File: src/rtl/c3_relu_pool_writer.sv
// C3 output stage: ReLU on the per-kernel inner-product stream, 2x2/stride-2 max pooling
// through a per-column partial-max buffer, and S4 feature-memory write address generation.
module c3_relu_pool_writer #(
  parameter int unsigned OUT_W = 10,
  parameter int unsigned OUT_H = 10,
  parameter int unsigned NUM_K = 16,
  parameter int unsigned DW    = 16
) (
  input  logic          clk,
  input  logic          rst,
  input  logic          start,
  input  logic          in_valid,
  input  logic [DW-1:0] in_data,
  input  logic [7:0]    in_kidx,
  output logic          out_valid,
  output logic [DW-1:0] out_data,
  output logic [15:0]   out_addr,
  output logic          busy,
  output logic          frame_done,
  output logic          err
);

  localparam int unsigned KW     = (NUM_K > 1) ? $clog2(NUM_K) : 1;
  localparam int unsigned CW     = $clog2(OUT_W);
  localparam int unsigned RW     = $clog2(OUT_H);
  localparam int unsigned HALF_W = OUT_W / 2;
  localparam int unsigned BUF_N  = HALF_W * NUM_K;
  localparam int unsigned IW     = (BUF_N > 1) ? $clog2(BUF_N) : 1;

  typedef enum logic {IDLE, RUN} state_t;

  state_t          state_q, state_d;
  logic [KW-1:0]   k_q, k_d;
  logic [CW-1:0]   c_q, c_d;
  logic [RW-1:0]   r_q, r_d;
  logic            out_valid_q, out_valid_d;
  logic [DW-1:0]   out_data_q, out_data_d;
  logic [15:0]     out_addr_q, out_addr_d;
  logic            busy_q, busy_d;
  logic            frame_done_q, frame_done_d;
  logic            err_q, err_d;

  logic [DW-1:0]   buf_mem [BUF_N];
  logic            buf_we;
  logic [DW-1:0]   buf_wdata;
  logic [IW-1:0]   buf_idx;
  logic [DW-1:0]   buf_rd;

  logic            accept;
  logic            last_beat;
  logic [KW-1:0]   k_e;
  logic [CW-1:0]   c_e;
  logic [RW-1:0]   r_e;
  logic [DW-1:0]   relu_v;
  logic [DW-1:0]   max_v;
  logic [15:0]     addr_v;

  // A start pulse re-bases the stream, so the same-cycle beat is position (0,0,0).
  assign k_e       = start ? '0 : k_q;
  assign c_e       = start ? '0 : c_q;
  assign r_e       = start ? '0 : r_q;
  assign accept    = in_valid && (start || (state_q == RUN));
  assign last_beat = (k_e == KW'(NUM_K - 1)) && (c_e == CW'(OUT_W - 1)) && (r_e == RW'(OUT_H - 1));

  assign relu_v  = in_data[DW-1] ? '0 : in_data;
  assign buf_idx = IW'(32'(c_e >> 1) * NUM_K + 32'(k_e));
  assign buf_rd  = buf_mem[buf_idx];
  assign max_v   = (buf_rd > relu_v) ? buf_rd : relu_v;
  assign addr_v  = 16'((32'(r_e >> 1) * HALF_W + 32'(c_e >> 1)) * NUM_K + 32'(k_e));

  // Next-state, counter, pooling and output logic.
  always_comb begin
    state_d      = state_q;
    k_d          = k_q;
    c_d          = c_q;
    r_d          = r_q;
    out_valid_d  = 1'b0;
    out_data_d   = out_data_q;
    out_addr_d   = out_addr_q;
    frame_done_d = 1'b0;
    err_d        = err_q;
    buf_we       = 1'b0;
    buf_wdata    = relu_v;

    if (start) begin
      state_d = RUN;
      k_d     = '0;
      c_d     = '0;
      r_d     = '0;
      err_d   = 1'b0;
    end

    if (accept) begin
      if (32'(in_kidx) != 32'(k_e)) begin
        err_d = 1'b1;
      end

      if (!r_e[0] && !c_e[0]) begin
        buf_we    = 1'b1;
        buf_wdata = relu_v;
      end else if (r_e[0] && c_e[0]) begin
        out_valid_d = 1'b1;
        out_data_d  = max_v;
        out_addr_d  = addr_v;
      end else begin
        buf_we    = 1'b1;
        buf_wdata = max_v;
      end

      if (k_e == KW'(NUM_K - 1)) begin
        k_d = '0;
        if (c_e == CW'(OUT_W - 1)) begin
          c_d = '0;
          r_d = (r_e == RW'(OUT_H - 1)) ? '0 : r_e + RW'(1);
        end else begin
          c_d = c_e + CW'(1);
        end
      end else begin
        k_d = k_e + KW'(1);
      end

      if (last_beat) begin
        state_d      = IDLE;
        frame_done_d = 1'b1;
      end
    end

    busy_d = (state_d == RUN);
  end

  always_ff @(posedge clk) begin
    if (rst) begin
      state_q      <= IDLE;
      k_q          <= '0;
      c_q          <= '0;
      r_q          <= '0;
      out_valid_q  <= 1'b0;
      out_data_q   <= '0;
      out_addr_q   <= '0;
      busy_q       <= 1'b0;
      frame_done_q <= 1'b0;
      err_q        <= 1'b0;
    end else begin
      state_q      <= state_d;
      k_q          <= k_d;
      c_q          <= c_d;
      r_q          <= r_d;
      out_valid_q  <= out_valid_d;
      out_data_q   <= out_data_d;
      out_addr_q   <= out_addr_d;
      busy_q       <= busy_d;
      frame_done_q <= frame_done_d;
      err_q        <= err_d;
    end
  end

  // Partial-max buffer; contents need no reset since even/even always opens a window first.
  always_ff @(posedge clk) begin
    if (buf_we && !rst) begin
      buf_mem[buf_idx] <= buf_wdata;
    end
  end

  assign out_valid  = out_valid_q;
  assign out_data   = out_data_q;
  assign out_addr   = out_addr_q;
  assign busy       = busy_q;
  assign frame_done = frame_done_q;
  assign err        = err_q;

endmodule

File: config.mk
export PLATFORM = sky130hd
export DESIGN_NAME = c3_relu_pool_writer
export DESIGN_NICKNAME = d
export VERILOG_FILES = /design/src/rtl/c3_relu_pool_writer.sv
export SDC_FILE = /design/constraint.sdc
export NUM_CORES = 2
export LEC_CHECK = 0
export CAP_MARGIN = 20
export CELL_PAD_IN_SITES_DETAIL_PLACEMENT = 1
export CELL_PAD_IN_SITES_GLOBAL_PLACEMENT = 1
export CORE_MARGIN = 2
export CORE_UTILIZATION = 49
export DETAILED_ROUTE_END_ITERATION = 10
export GPL_ROUTABILITY_DRIVEN = 0
export PLACE_DENSITY_LB_ADDON = 0.05
export SLEW_MARGIN = 20
export SYNTH_ARGS = -nofsm -noshare
export SYNTH_HDL_FRONTEND = slang
export SYNTH_SLANG_ARGS = --single-unit
File: constraint.sdc
create_clock -name clk -period 10.64 [get_ports clk]
set_clock_uncertainty 0.15 [all_clocks]
set_input_delay 3.192 -clock clk [delete_from_list [all_inputs] [get_ports clk]]
set_output_delay 3.192 -clock clk [all_outputs]
set_load 0.05 [all_outputs]
==> summary.txt <==
H-tree levels - 4
Hold Path Depth - 2
endpoint type of the worst setup path - register
crit path cell chain - buf_2, buf_4, nand2b_1, inv_1, nand2_1, nor2_1, o21ai_0, o211ai_1, ha_1, a21o_1, a221o_1, a22oi_1, a31oi_1, a31oi_4, or4_4, mux2i_4, buf_4
RR Endpoint - buf_mem[59][6]$_DFFE_PP_
Top delay family on crit path - compound AO/OA/AOI/OAI gates
# IOs - 64
Max VDD drop - 151 uV
hold_buf cts - 0
Post-DRT Antenna Nets - 0
CTS max path bufs - 3
core area - 105000 um^2
CTS tree - done
Inst Count DP - 4663
syn avg cell area - 16.3 um^2
die height - 330 um
RSZ-0062 raised after global routing - no
hold_sp - out_data[15]$_SDFFE_PP0P_
Fmax - 99.0 MHz
Setup CP Type - in2reg
Initial Util - 49.5%
Post-synth ARST share - 0%
period utilization - 94.9%
minimum clock period - 10.10 ns
top sig layer - met5
Yosys warning total - 0
FF-to-FF setup slack - 2.38 ns
slew of the pin with the lowest slew margin - 1.27 ns
crit path max fanout - 55
sequential area share after synthesis - 75.5%
Final Slew Violations - 0
outcome - completed
antenna violations before repair - 11
first-pass GRT wire length - 286000 um
DRT iter0 DRCs - 5423
R2R depth - 16
Leak - 19.5 nW
Hold Slack - 0.307 ns
total clock sinks - 1322
RR Startpoint - c_q[1]$_SDFF_PP0_
Vias/cell - 7.07
WHS Endpoint - out_data[15]$_SDFFE_PP0P_
vias in the first global route - 34349
Final Hold Viols - 0
average wire per standard cell - 42.5 um
number of buffers added on ports - 57
Worst path most repeated cell - buf_4
largest net degree at the start of global routing - 84
row cnt - 119
Buf/Inv on CP - 4
Area Overhead vs Synth - 15.4%
number of synthesized flops with an enable pin - 1280
ys flop type - edfxtp_1
CTS buffer count - 140
die area - 109000 um^2
clock-pin slew on the worst setup and hold paths - 0.06 ns
CP startpoint kind - input port
power per cell area - 183 nW/um^2
DRC - 0
Seq cells post-synth - 1322
# Post-CTS Setup Buffers - 0
CP max-delay cell - o21ai_0
Pre-Repair DR Iteration Count - 6
die span in x - 330 um
slowest stage delay, CP - 1.08 ns
Netlist Area Pre-Place - 52100 um^2
Final Non-Filler Cells - 4930
CP arrival - 10.44 ns
Post-Route Setup TNS - 0 ns
Max-Cap Viols - 0
WL met1 - 77000 um
hpwl dp - 130000 um
drt total wl - 210000 um
final setup violating endpoints - 0
leading area contributor after synthesis - edfxtp_1
Synth area leaders - edfxtp_1 74%, mux2i_1 3.6%, o22ai_1 2.9%, mux2_2 1.8%, dfxtp_1 1.6%
share of cells above drive strength 1 - 17.0%
Root Buffer - clkbuf_16
Critical Path RT - 10.97 ns
Unique masters post-synth - 89
Synth Instances - 3185
met2 wire length - 92900 um
Final Instance Area - 60100 um^2
GRT Overall Usage - 38.7%
Skew-Pair Late Insertion Delay - 0.77 ns
top-area cell type share of the netlist area - 73.8%
GR Overflow Total - 0
Setup crit start - start
vias after detailed routing - 34871
Final #Nets - 3471
post-cts resize count - 0
relative slew slack - 14.7%
Hold Crit Class - reg2reg
placed inst area - 55500 um^2
routed length on met3 - 25700 um
==> registers in the layout, summed over array words and instances (netlist names) <==
| register | flops |
|---|---|
| frame_done | 1 |
| k_q | 4 |
| err | 1 |
| busy | 1 |
| out_addr | 10 |
| out_valid | 1 |
| out_data | 16 |
| r_q | 4 |
| buf_mem | 1280 |
| c_q | 4 |
==> logic make-up (layout without fill, tap and decap cells) <==
kind of cell    after synthesis  in the layout  share of synthesized area, %
fa+ha+maj                    26             26                         0.639
buf+inv                     240            582                          2.35
flops                      1322           1322                          75.5
mux                         285            285                          5.97
xor+xnor                     12             12                         0.202
compound gates              801            801                          10.8
other cells                   1             13                       0.00720
simple gates                498            498                          4.60
==> layout make-up <==
type / instances / area, um^2
Fill cell: 9560 / 45200
Clock buffer: 179 / 3710
Tap cell: 1391 / 1740
Sequential cell: 1322 / 39300
Multi-Input combinational cell: 1628 / 11800
Antenna cell: 7 / 17.5
Timing Repair Buffer: 295 / 2640
Clock inverter: 78 / 743
Inverter: 30 / 113
==> synth_stat cells, drive strengths merged, types with 20 or more instances <==
| cell type | instances |
|---|---|
| nand2 | 123 |
| a211oi | 43 |
| clkbuf | 109 |
| inv | 26 |
| a31oi | 20 |
| a2bb2oi | 27 |
| ha | 25 |
| a22oi | 68 |
| mux2i | 188 |
| o221ai | 72 |
| edfxtp | 1280 |
| mux2 | 87 |
| nor2 | 190 |
| o22ai | 240 |
| dfxtp | 42 |
| a21oi | 95 |
| buf | 101 |
| nor3 | 38 |
| o21ai | 80 |
| o22a | 29 |
| nor2b | 25 |
==> report_power, final <==
| group | total [W] | switching (W) | internal, W |
|---|---|---|---|
| Combinational | 0.000460 | 0.000333 | 0.000126 |
| Sequential | 0.00571 | 0.00000702 | 0.00570 |
| Clock | 0.00485 | 0.00210 | 0.00275 |
==> cell usage in the layout (no fill, tap or decap), types with 11 or more instances in the layout <==
cell type        instances
o22a_1                  29
buf_12                  20
clkbuf_1                36
clkinv_2                17
o22ai_1                240
inv_1                   24
nand2_1                122
clkinv_1                37
a31oi_1                 18
clkbuf_16              144
nor2b_1                 25
buf_4                  215
xnor2_1                 12
nor2_2                  15
a211oi_1                42
a21oi_1                 94
nand2b_1                16
o21ai_0                 75
nor3_1                  36
dfxtp_1                 39
a2bb2oi_1               27
bufinv_16               11
mux2_2                  77
o221a_2                 11
nor2_1                 174
ha_1                    25
nand3_1                 15
o211ai_1                16
o221ai_1                72
clkdlybuf4s50_1         55
mux2i_1                183
a22oi_1                 68
edfxtp_1              1280
or3_1                   12
==> tightest hold or removal path, delay by kind of cell (launching register included) <==
family          cells  cell delay [ns]
compound gates      1             0.05
flops               1             0.31
simple gates        1             0.05
==> stage by stage <==
stage	setup slack, ns	utilization (%)	total power (W)
final	0.538	57.1	0.0110
after global routing	0.768	57.1	0.0112
after CTS	0.931	57.0	0.0110
after detailed placement	0.162	52.8	0.00626
after global placement	0.0531	52.7	0.00625
after floorplan	0.291	-	0.00605
==> worst max-delay path by stage <==
stage                                     to  slack, ns  cells past startpoint
floorplan            buf_mem[0][0]$_DFFE_PP_       0.29                     21
global placement    buf_mem[46][3]$_DFFE_PP_       0.05                     19
detailed placement   buf_mem[7][6]$_DFFE_PP_       0.16                     19
CTS                 buf_mem[48][6]$_DFFE_PP_       0.93                     19
global route        buf_mem[62][6]$_DFFE_PP_       0.77                     19
finish              buf_mem[59][6]$_DFFE_PP_       0.54                     17
==> layer usage <==
metal | GRT usage [%] | up-vias
met5 | 0.348 | -
met4 | 22.0 | 8
met3 | 11.2 | 692
met2 | 58.0 | 2721
met1 | 50.8 | 18072
li1 | - | 13378
Note: power is estimated with default switching activity, not from simulation.
